$ cat config.mk
export PLATFORM = sky130hd
export DESIGN_NAME = fetch_unit_flat
export DESIGN_NICKNAME = d
export VERILOG_FILES = /design/src/rtl/fetch_unit_if.sv /design/src/rtl/fetch_unit.sv /design/src/flat_wrapper.sv
export SDC_FILE = /design/constraint.sdc
export NUM_CORES = 1
export LEC_CHECK = 0
export CORE_MARGIN = 4
export CORE_UTILIZATION = 40
export DETAILED_ROUTE_END_ITERATION = 12
export GPL_TIMING_DRIVEN = 0
export SLEW_MARGIN = 5
export SYNTH_ARGS = -nofsm -noshare
export SYNTH_HDL_FRONTEND = slang
export SYNTH_SLANG_ARGS = --single-unit
$ cat constraint.sdc
create_clock -name CLK -period 2.3 [get_ports CLK]
set_input_delay 0.46 -clock CLK [delete_from_list [all_inputs] [get_ports CLK]]
set_output_delay 0.46 -clock CLK [all_outputs]
set_load 0.03 [all_outputs]
$ cat src/rtl/fetch_unit_if.sv
// -----------------------------------------------------------------------------
// fetch_unit_if
//   Bundles the instruction-cache handshake and the IF/ID pipeline-register
//   signals of the fetch stage.
//
//   icache side : ihit, iload            (cache -> fetch)
//                 iREN, iaddr            (fetch -> cache)
//   control     : stall_IF, redirect, redirect_pc (pipeline -> fetch)
//   IF/ID side  : instruction, pc_out, npc_out, valid_out, halted (fetch -> IF/ID)
//
//   modport master : used by fetch_unit (drives the request and IF/ID fields)
//   modport slave  : used by the surrounding pipeline / cache model
// -----------------------------------------------------------------------------
interface fetch_unit_if;
    logic        ihit;
    logic [31:0] iload;
    logic        iREN;
    logic [31:0] iaddr;
    logic        stall_IF;
    logic        redirect;
    logic [31:0] redirect_pc;
    logic [31:0] instruction;
    logic [31:0] pc_out;
    logic [31:0] npc_out;
    logic        valid_out;
    logic        halted;

    modport master (
        input  ihit, iload, stall_IF, redirect, redirect_pc,
        output iREN, iaddr, instruction, pc_out, npc_out, valid_out, halted
    );

    modport slave (
        output ihit, iload, stall_IF, redirect, redirect_pc,
        input  iREN, iaddr, instruction, pc_out, npc_out, valid_out, halted
    );
endinterface

$ cat src/rtl/fetch_unit.sv
// -----------------------------------------------------------------------------
// fetch_unit
//   Instruction-fetch stage. Owns the PC, issues icache reads, and registers the
//   fetched word with its PC and PC+4 into the IF/ID register. Handles
//   downstream stall (one-entry hold buffer), branch/jump redirect (flush, with
//   a drop state for a read that is still in flight) and HALT detection.
//
// Parameters
//   PC_INIT : PC after reset (word aligned)
//
// Ports
//   CLK   : clock, rising edge
//   nRST  : asynchronous reset, active low
//   bus   : fetch_unit_if.master (icache request/response, stall/redirect
//           control, IF/ID outputs)
//   fetch_cnt, bubble_cnt : only with FETCH_PERF_CNT_EN defined; count
//           cycles in which valid_out is written 1 / written 0
//
// Configuration macro
//   FETCH_PERF_CNT_EN : adds the two performance counters above.
// -----------------------------------------------------------------------------
module fetch_unit #(
    parameter logic [31:0] PC_INIT = 32'h0000_0000
) (
    input  logic         CLK,
    input  logic         nRST,
    fetch_unit_if.master bus
`ifdef FETCH_PERF_CNT_EN
    ,
    output logic [31:0]  fetch_cnt,
    output logic [31:0]  bubble_cnt
`endif
);

    typedef enum logic [1:0] {
        FETCH     = 2'd0,
        HOLD      = 2'd1,
        WAIT_DROP = 2'd2,
        HALT      = 2'd3
    } state_t;

    // Opcode 6'h3F marks the HALT instruction.
    function automatic logic is_halt(input logic [31:0] word);
        return (word[31:26] == 6'h3F);
    endfunction

    state_t      state_r,    state_s;
    logic [31:0] pc_r,       pc_s;
    logic [31:0] req_pc_r,   req_pc_s;
    logic [31:0] hold_buf_r, hold_buf_s;
    logic [31:0] hold_pc_r,  hold_pc_s;
    logic [31:0] instr_r,    instr_s;
    logic [31:0] pc_out_r,   pc_out_s;
    logic [31:0] npc_out_r,  npc_out_s;
    logic        valid_r,    valid_s;
    logic        halted_r,   halted_s;
    logic        valid_wr_s;
    logic [31:0] redirect_pc_s;

    assign redirect_pc_s = {bus.redirect_pc[31:2], 2'b00};

    // Next-state and next-output computation; priority redirect > stall > ihit.
    always_comb begin
        state_s    = state_r;
        pc_s       = pc_r;
        req_pc_s   = req_pc_r;
        hold_buf_s = hold_buf_r;
        hold_pc_s  = hold_pc_r;
        instr_s    = instr_r;
        pc_out_s   = pc_out_r;
        npc_out_s  = npc_out_r;
        valid_s    = valid_r;
        halted_s   = halted_r;
        valid_wr_s = 1'b0;

        case (state_r)
            FETCH: begin
                if (bus.redirect) begin
                    pc_s       = redirect_pc_s;
                    valid_s    = 1'b0;
                    valid_wr_s = 1'b1;
                    if (bus.ihit) begin
                        state_s = FETCH;
                    end else begin
                        // The read for pc is still outstanding; its data must
                        // be swallowed before a new address is issued.
                        req_pc_s = pc_r;
                        state_s  = WAIT_DROP;
                    end
                end else if (bus.stall_IF) begin
                    if (bus.ihit) begin
                        hold_buf_s = bus.iload;
                        hold_pc_s  = pc_r;
                        pc_s       = pc_r + 32'd4;
                        state_s    = HOLD;
                    end else begin
                        state_s = FETCH;
                    end
                end else if (bus.ihit) begin
                    instr_s    = bus.iload;
                    pc_out_s   = pc_r;
                    npc_out_s  = pc_r + 32'd4;
                    valid_s    = 1'b1;
                    valid_wr_s = 1'b1;
                    pc_s       = pc_r + 32'd4;
                    if (is_halt(bus.iload)) begin
                        halted_s = 1'b1;
                        state_s  = HALT;
                    end else begin
                        state_s = FETCH;
                    end
                end else begin
                    valid_s    = 1'b0;
                    valid_wr_s = 1'b1;
                end
            end

            HOLD: begin
                if (bus.redirect) begin
                    pc_s       = redirect_pc_s;
                    valid_s    = 1'b0;
                    valid_wr_s = 1'b1;
                    state_s    = FETCH;
                end else if (!bus.stall_IF) begin
                    instr_s    = hold_buf_r;
                    pc_out_s   = hold_pc_r;
                    npc_out_s  = hold_pc_r + 32'd4;
                    valid_s    = 1'b1;
                    valid_wr_s = 1'b1;
                    if (is_halt(hold_buf_r)) begin
                        halted_s = 1'b1;
                        state_s  = HALT;
                    end else begin
                        state_s = FETCH;
                    end
                end else begin
                    state_s = HOLD;
                end
            end

            WAIT_DROP: begin
                if (bus.redirect) begin
                    pc_s       = redirect_pc_s;
                    valid_s    = 1'b0;
                    valid_wr_s = 1'b1;
                end else begin
                    pc_s = pc_r;
                end
                if (bus.ihit) begin
                    state_s = FETCH;
                end else begin
                    state_s = WAIT_DROP;
                end
            end

            HALT: begin
                if (bus.redirect) begin
                    // HALT was fetched on a wrong path: squash it.
                    pc_s       = redirect_pc_s;
                    valid_s    = 1'b0;
                    valid_wr_s = 1'b1;
                    halted_s   = 1'b0;
                    state_s    = FETCH;
                end else begin
                    state_s = HALT;
                end
            end

            default: begin
                state_s = FETCH;
            end
        endcase
    end

    // State, PC and IF/ID register bank.
    always_ff @(posedge CLK or negedge nRST) begin
        if (!nRST) begin
            state_r    <= FETCH;
            pc_r       <= PC_INIT;
            req_pc_r   <= PC_INIT;
            hold_buf_r <= 32'h0000_0000;
            hold_pc_r  <= 32'h0000_0000;
            instr_r    <= 32'h0000_0000;
            pc_out_r   <= 32'h0000_0000;
            npc_out_r  <= 32'h0000_0000;
            valid_r    <= 1'b0;
            halted_r   <= 1'b0;
        end else begin
            state_r    <= state_s;
            pc_r       <= pc_s;
            req_pc_r   <= req_pc_s;
            hold_buf_r <= hold_buf_s;
            hold_pc_r  <= hold_pc_s;
            instr_r    <= instr_s;
            pc_out_r   <= pc_out_s;
            npc_out_r  <= npc_out_s;
            valid_r    <= valid_s;
            halted_r   <= halted_s;
        end
    end

    // Request decode: only FETCH and WAIT_DROP talk to the cache; WAIT_DROP
    // keeps presenting the address of the read being drained.
    always_comb begin
        bus.iREN  = (state_r == FETCH) || (state_r == WAIT_DROP);
        if (state_r == WAIT_DROP) begin
            bus.iaddr = req_pc_r;
        end else begin
            bus.iaddr = pc_r;
        end
    end

    assign bus.instruction = instr_r;
    assign bus.pc_out      = pc_out_r;
    assign bus.npc_out     = npc_out_r;
    assign bus.valid_out   = valid_r;
    assign bus.halted      = halted_r;

`ifdef FETCH_PERF_CNT_EN
    logic [31:0] fetch_cnt_r;
    logic [31:0] bubble_cnt_r;

    // Count writes of valid_out: 1 -> fetch, 0 -> bubble; both wrap.
    always_ff @(posedge CLK or negedge nRST) begin
        if (!nRST) begin
            fetch_cnt_r  <= 32'd0;
            bubble_cnt_r <= 32'd0;
        end else if (valid_wr_s) begin
            if (valid_s) begin
                fetch_cnt_r <= fetch_cnt_r + 32'd1;
            end else begin
                bubble_cnt_r <= bubble_cnt_r + 32'd1;
            end
        end else begin
            fetch_cnt_r  <= fetch_cnt_r;
            bubble_cnt_r <= bubble_cnt_r;
        end
    end

    assign fetch_cnt  = fetch_cnt_r;
    assign bubble_cnt = bubble_cnt_r;
`endif

endmodule

$ cat src/flat_wrapper.sv
// flat-port wrapper written by rule: the top's interface ports become plain ports
module fetch_unit_flat 
#(
    parameter logic [31:0] PC_INIT = 32'h0000_0000
)
  (CLK, nRST, bus_ihit, bus_iload, bus_stall_IF, bus_redirect, bus_redirect_pc, bus_iREN, bus_iaddr, bus_instruction, bus_pc_out, bus_npc_out, bus_valid_out, bus_halted);
  fetch_unit_if bus_i ();
  input  logic CLK;
  input  logic nRST;
  input wire logic [$bits(bus_i.ihit)-1:0] bus_ihit;
  input wire logic [$bits(bus_i.iload)-1:0] bus_iload;
  input wire logic [$bits(bus_i.stall_IF)-1:0] bus_stall_IF;
  input wire logic [$bits(bus_i.redirect)-1:0] bus_redirect;
  input wire logic [$bits(bus_i.redirect_pc)-1:0] bus_redirect_pc;
  output wire logic [$bits(bus_i.iREN)-1:0] bus_iREN;
  output wire logic [$bits(bus_i.iaddr)-1:0] bus_iaddr;
  output wire logic [$bits(bus_i.instruction)-1:0] bus_instruction;
  output wire logic [$bits(bus_i.pc_out)-1:0] bus_pc_out;
  output wire logic [$bits(bus_i.npc_out)-1:0] bus_npc_out;
  output wire logic [$bits(bus_i.valid_out)-1:0] bus_valid_out;
  output wire logic [$bits(bus_i.halted)-1:0] bus_halted;
  assign bus_i.ihit = bus_ihit;
  assign bus_i.iload = bus_iload;
  assign bus_i.stall_IF = bus_stall_IF;
  assign bus_i.redirect = bus_redirect;
  assign bus_i.redirect_pc = bus_redirect_pc;
  assign bus_iREN = bus_i.iREN;
  assign bus_iaddr = bus_i.iaddr;
  assign bus_instruction = bus_i.instruction;
  assign bus_pc_out = bus_i.pc_out;
  assign bus_npc_out = bus_i.npc_out;
  assign bus_valid_out = bus_i.valid_out;
  assign bus_halted = bus_i.halted;
  fetch_unit #(.PC_INIT(PC_INIT)) u_core (.CLK(CLK), .nRST(nRST), .bus(bus_i));
endmodule
# Word level (Yosys, flattened, before mapping)
# Index checks and enable logic that the tools add are counted.
# op_classes
addsub	2
eq_ne	19
mux	48
n_bitwise	2
n_reduce_logical	12
# op_table
cell	count
$mux 32	18
$pmux 32 s2	4
$add 32x3->32 const B	2
$mux 2	9
$mux 1	14
$eq 6x6->1 const B	2
$ne 2x2->1 const B	6
$ne 3x3->1 const B	3
$reduce_and 9->1	1
$ne 2x1->1 const B	4
$pmux 2 s4	1
$pmux 1 s3	2
$reduce_and 3->1	2
$reduce_and 6->1	1
$eq 2x2->1 const B	2
$ne 4x4->1 const B	1
$reduce_and 4->1	1
$reduce_bool 3->1	1
$reduce_or 3->1	1
$eq 2x1->1 const B	1
$logic_not 2->1	1
$not 1->1	2
$reduce_and 2->1	1
$reduce_bool 2->1	1
2 further kinds	2
# word_totals
reg_bits	228
in_bits	69
out_inout_bits	131

# Depth between registers and ports, before layout
# depth
depth_word	6
mapped_depth	8
mapped_depth_nobuf	6

# Least setup slack after synthesis
# OpenSTA, ideal clock, no wires.
# synth_timing
kind	register to output
startpoint	register u_core.state_r[0]
endpoint	output port bus_iaddr[10]
t_arrival_ns	1.611
t_required_ns	1.840
slack_ns	0.229
path_stages_with_launch	6
path_buffers	2
path_cell_list	dfrtp_1 clkbuf_1 inv_1 nand2_1 buf_2 mux2_2
# synth_via
elab_chain_len	2
# synth_rtl
item	line	rtl
from (decl)	fetch_unit.sv:47	state_t state_r, state_s;
from (signal assigned)	fetch_unit.sv:189	state_r <= state_s;
$eq 2x2->1	fetch_unit.sv:206	if (state_r == WAIT_DROP) begin
$mux 32	fetch_unit.sv:206	
to (decl)	flat_wrapper.sv:16	output wire logic [$bits(bus_i.iaddr)-1:0] bus_iaddr;
# No other way between the ends.

# Worst setup path in the final report
# layout_timing
startpoint	register u_core.state_r[0]
endpoint	output port bus_iaddr[17]
# Same word-level chain as after synthesis.

==> qor.yml <==
clk_latency_ns: 0.54
nets: 1350
p_int_mw: 9.19
r2r_slack_ns: 0.08
num_vias: 8700
cp-start-kind: "register"
grt_pass1_vias: 8695
clock_tree.buffer_depth: 3
max_freq_mhz: 428
synth.cell_area_sq_mm: 0.0111
ys.flop_type: "dfrtp_1"
dieHeight_microns: 174
cts_max_level: 1
crit_path_end_kind: "output port"
synth_seq_area_share_pct: 49.4
leakage_nw: 6.14
p_clk_share_pct: 27.9
grt_max_degree: 96
numCtsBuffers: 25
setup_viol: 26
yosysTopAreaCell: "dfrtp_1"
cts_tree: "built"
yosysUniqueCellTypes: 55
drt_wl_total_microns: 32500
finalClockSkew_ns: 0.0373
dieArea_sq_mm: 0.0304
clkSinkCount: 218
cts-root-buf: "clkbuf_16"
period_needed_ns: 2.34
layout-drive-gt1-share_pct: 22.1
antenna_found_initial: 0
rsz0062_at_grt: "yes"
die_w_microns: 174
ir_worst_vdd_mv: 0.566
ys_ff_latch: 218
grt.overflow.total: 0
synth_top_area_share_pct: 49.4
routedWlPerCell_microns: 19.4
comb_power_share_pct: 32.6
setup_slack_ns: -0.0355
slew_headroom_pct: 48.1
worstMarginPinSlew_ns: 0.779
hp-class: "in -> async"
grt_pass1_wl_microns: 50600
pre_cts_ws_ns: -0.665
worstPathArrival_ns: 1.88
ios: 200
gp_congestion: 0.856
multi_input_area_sq_mm: 0.00523
layout_common_cells: "216 x dfrtp_1, 159 x clkdlybuf4s50_1, 145 x nand2_1"
dr.pass1.iters: 5
status: "finished, violations left"
io_buffer_count: 191
p_switching_mw: 4.79
dp.cells: 1609
hold_viol: 0
seq_area_sq_mm: 0.00546
avgSynthCellArea_sq_um: 10.6
path_class: "reg -> out"
violations: "negative setup slack"
cp_max_fo: 6
power_density_mw_per_mm2: 953
core.rowCount: 60
grt_util_all_layers_pct: 20.8
final_cells: 1670
utilization_pct: 54.1
dp_hpwl_microns: 23800
fill_cells: 2486
drc: 0
vias_per_cell: 5.21
yosys_warnings: 0
layout_commonest_cell: "dfrtp_1"
antenna_left: 0
pwr-share-seq_pct: 39.5
cp.required_ns: 1.84
syn2layout_area_growth_pct: 32.7
async_reset_ff_share_pct: 100
clk_pin_slew_worst_paths_ns: 0.06
initial_core_util_pct: 40.8
synthCells: 1039
drtIter0Drc: 521
switching_share_pct: 34.3
maxSlewViolCount: 0
synth_edf_count: 0
final_min_period_over_clock_period_pct: 102
core_area_sq_mm: 0.0271
netlist_top_cells_area: "dfrtp_1 49%, mux2_2 12%, mux2i_1 6.2%, nand2_1 5.0%, o21ai_0 4.6%"
drv_cap: 0
-- Yosys cell counts, types with 11 or more instances --
library cell,count
xor2_1,39
o21ai_1,11
mux2i_1,68
nand3_1,29
nor2_1,19
a21oi_1,15
xnor2_1,34
o21ai_0,102
a221o_1,11
nand4_1,26
inv_1,11
nand2_1,146
buf_2,41
mux2_2,121
clkbuf_1,36
dfrtp_1,218
-- sequential cells by signal, summed over array words and instances (netlist names) --
register                count
u_core.hold_pc_r           30
u_core.req_pc_r            30
u_core.bus.valid_out        1
u_core.state_r              2
u_core.bus.npc_out         30
u_core.pc_r                30
u_core.bus.halted           1
u_core.bus.instruction     32
u_core.hold_buf_r          32
u_core.bus.pc_out          30
-- per-stage QoR --
stage | power [mW] | hold WS, ns | area (sq um) | TNS, ns
after floorplan | 8.07 | 0.164 | 11100 | 0
after global placement | 9.94 | 0.461 | 13400 | -2055.81
after detailed placement | 10.0 | 0.367 | 13500 | -112.64
after CTS | 14.1 | 0.390 | 14500 | -0.131
after global routing | 14.7 | 0.439 | 14700 | -1.42
final | 14.0 | 0.398 | 14700 | -0.366
-- worst max-delay path, stage by stage (launching register included) --
cell	delay (ns)
dfrtp_1	0.41
buf_8	0.14
inv_8	0.07
nand2_8	0.10
buf_16	0.17
mux2_4	0.31
buf_6	0.14
-- cell families after synthesis --
| logic type | synth area share, % |
|---|---|
| buffers and inverters | 4.24 |
| and+or+nand+nor | 13.5 |
| adders and majority gates | 0.226 |
| muxes | 18.5 |
| AOI/OAI and AO/OA | 8.41 |
| other | 0.0339 |
| DFF | 49.4 |
| xor gates and xnor gates | 5.78 |
-- final timing paths --
kind                                              endpoint  cells past startpoint                       start
max in group asynchronous            u_core.bus.pc_out[25]                      3                        nRST
worst max register to register           u_core.state_r[0]                      7           u_core.state_r[0]
worst max-delay path                         bus_iaddr[17]                      6           u_core.state_r[0]
worst min-delay path                  u_core.hold_buf_r[9]                      2                        nRST
worst min register to register  u_core.bus.instruction[23]                      2  u_core.bus.instruction[23]
min in group CLK                           u_core.pc_r[28]                      3         bus_redirect_pc[28]
-- area by class of cell --
type	count	share of cell area, %
multi-input combinational	724	35.7
buffer	90	3.23
clock inverter	6	0.401
inverter	11	0.333
tap	372	3.17
antenna	2	0.0341
clock buffer	38	5.07
timing repair buffer	209	14.9
sequential	218	37.2
-- routing by layer --
metal	track usage [%]	part of all wire, %	vias up
li1	-	-	4130
met1	30.9	47	4283
met2	32.4	46	253
met3	3.50	5.7	34
met4	3.96	1.5	0
met5	0	0	-
-- repair_timing --
action	CTS	global route
hold buffers	1	0
gates resized for setup	233	21
pin swaps	1	3
endpoints found under the hold margin	36	0
setup endpoints to repair	176	110
cloned	1	2
buffers inserted	4	8
-- power by group through the flow --
stage	Sequential [mW]	Combinational (mW)	Clock, mW
after floorplan	6.26	1.82	0
final	5.52	4.56	3.90
after global placement	5.54	4.40	0
after detailed placement	5.58	4.46	0
after CTS	5.52	4.55	3.99
after global routing	5.65	4.89	4.14
Power figures use the tool's default switching activity.
==> edit (config.mk and constraints unchanged) <==
The 4 states of `state_t` get a one-hot encoding in 4 bits.
--- a/src/rtl/fetch_unit.sv
+++ b/src/rtl/fetch_unit.sv
@@ -33,9 +33,9 @@
 );
 
-    typedef enum logic [1:0] {
-        FETCH     = 2'd0,
-        HOLD      = 2'd1,
-        WAIT_DROP = 2'd2,
-        HALT      = 2'd3
+    typedef enum logic [3:0] {
+        FETCH     = 4'b0001,
+        HOLD      = 4'b0010,
+        WAIT_DROP = 4'b0100,
+        HALT      = 4'b1000
     } state_t;
 
Function: same outputs for any inputs over 4 cycles, from zero or initial values and one cycle with nRST low; so few cycles prove little.
==> edit against the unedited design <==
Die area grew 2.3%; critical path type unchanged; maximum frequency shrank 9.0%; register-to-register slack lost 0.15 ns; utilization grew 2.6 points; the flow still finishes with violations (setup timing); wire length grew 20%; sequential cell count grew 2; hold slack gained 0.067 ns; cell area grew 7.7%; area after synthesis grew 2.4%; setup slack lost 0.23 ns.
Power is not compared: it rests on default switching activity, and its combinational part moved more than twofold at a synthesized area within 25%.
==> edit: results (changes against the unedited design) <==
yosys:
  ys_types: 65  # was 55
  synth_area_leaders: "dfrtp_1 (48%), nand2_1 (9.2%), mux2_2 (8.5%)"  # was dfrtp_1 (49%), mux2_2 (12%), mux2i_1 (6.2%)
  synth-compound-area-share_pct: 13.6  # was 8.41%
  synth_cells: 1242  # was 1039
  synthXorXnorAreaFrac_pct: 3.64  # was 5.78%
  synth_fa_ha_area_share_pct: 0.221  # was 0.226%
  ys_seq_area_share_pct: 48.6  # was 49.4%
  synth_commonest_cells: "nand2_1 (279), dfrtp_1 (219), nor2_1 (110)"  # was dfrtp_1 (218), nand2_1 (146), mux2_2 (121)
  synth_mux_area_share_pct: 9.07  # was 18.5%
layout:
  area_growth_pct: 39.5  # was 32.7%
  drive_gt1_share_pct: 24.2  # was 22.1%
  diodes: 0  # was 2
  fin_cells: 1900  # was 1670
  layout.nets: 1574  # was 1350
  fillers: 2500  # was 2486
cts:
  cts_setup_buffers: 19  # was 4
  cts_resized: 310  # was 233
  cts_buffers: 26  # was 25
timing:
  holdWs_ns: 0.464  # was 0.398 ns
  skew_ns: 0.0116  # was 0.0373 ns
  layout_setup_ws_ns: -0.265  # was -0.0355 ns
  setup_viol: 66  # was 26
  worstMarginPinSlew_ns: 0.713  # was 0.779 ns
  setup_tns_ns: -7.68  # was -0.366 ns
placement:
  preCtsSetupSlack_ns: -1.40  # was -0.665 ns
  placed_area_mm2: 0.0138  # was 0.0135 mm2
  place_hpwl_um: 27100  # was 23800 um
  io_buffers: 190  # was 191
  gp_congestion: 0.926  # was 0.856
detailed_routing:
  wl_met3_um: 2510  # was 1840 um
  avgRoutedWirePerCell_um: 20.5  # was 19.4 um
  drt-vias-per-instance: 5.55  # was 5.21
  wl_met1_um: 17600  # was 15300 um
  drtIter0Drc: 985  # was 521
  wl_met2_um: 17900  # was 14800 um
worst_setup_path:
  crit-reg2reg-launch: "u_core.state_r[1]"  # was u_core.state_r[0]
  r2r_end: "u_core.hold_pc_r[26]"  # was u_core.state_r[0]
  arrival_ns: 2.11  # was 1.88 ns
  cp_slowest_stage_delay_ns: 0.50  # was 0.41 ns
  reg2regPathDepth: 8  # was 7
  regToRegSetupSlack_ns: -0.07  # was 0.08 ns
global_route:
  grt.met2_usage_pct: 38.0  # was 32.4%
  use_met3_pct: 3.53  # was 3.50%
  grt_usage_pct: 23.8  # was 20.8%
  grt_use_met1_pct: 34.8  # was 30.9%
  grt_max_degree: 78  # was 96
run_status:
  status: "complete, but fails checks"  # unchanged
  violations: "setup timing"  # unchanged
edit: changes by cell type after synthesis, moves of 12 or more:
cell,unedited run,this run
nand2_1,146,279
nor2_1,19,110
a31oi_1,2,73
mux2i_1,68,7
o21ai_0,102,63
mux2_2,121,85
clkbuf_1,36,65
a21oi_1,15,30
xnor2_1,34,19
buf_2,41,29
edit: cell type report:
class	instances	share of cell area (%)
Multi-Input combinational cell	904	36.1
Sequential cell	220	34.9
Timing Repair Buffer	236	15.2
Clock buffer	38	4.92
Buffer	102	4.56
Tap cell	378	2.99
Clock inverter	9	0.974
Inverter	13	0.388
edit: worst max path at each step:
stage,from,to,slack (ns)
3_3_place_gp,nRST,u_core.req_pc_r[4],-9.02
3_5_place_dp,u_core.state_r[1],bus_iREN,-1.40
4_1_cts,u_core.state_r[1],bus_iaddr[17],-0.30
6_report,u_core.state_r[2],bus_iaddr[31],-0.27
2_1_floorplan,u_core.state_r[1],bus_iaddr[18],0.01
5_1_grt,u_core.state_r[1],bus_iaddr[28],-0.31
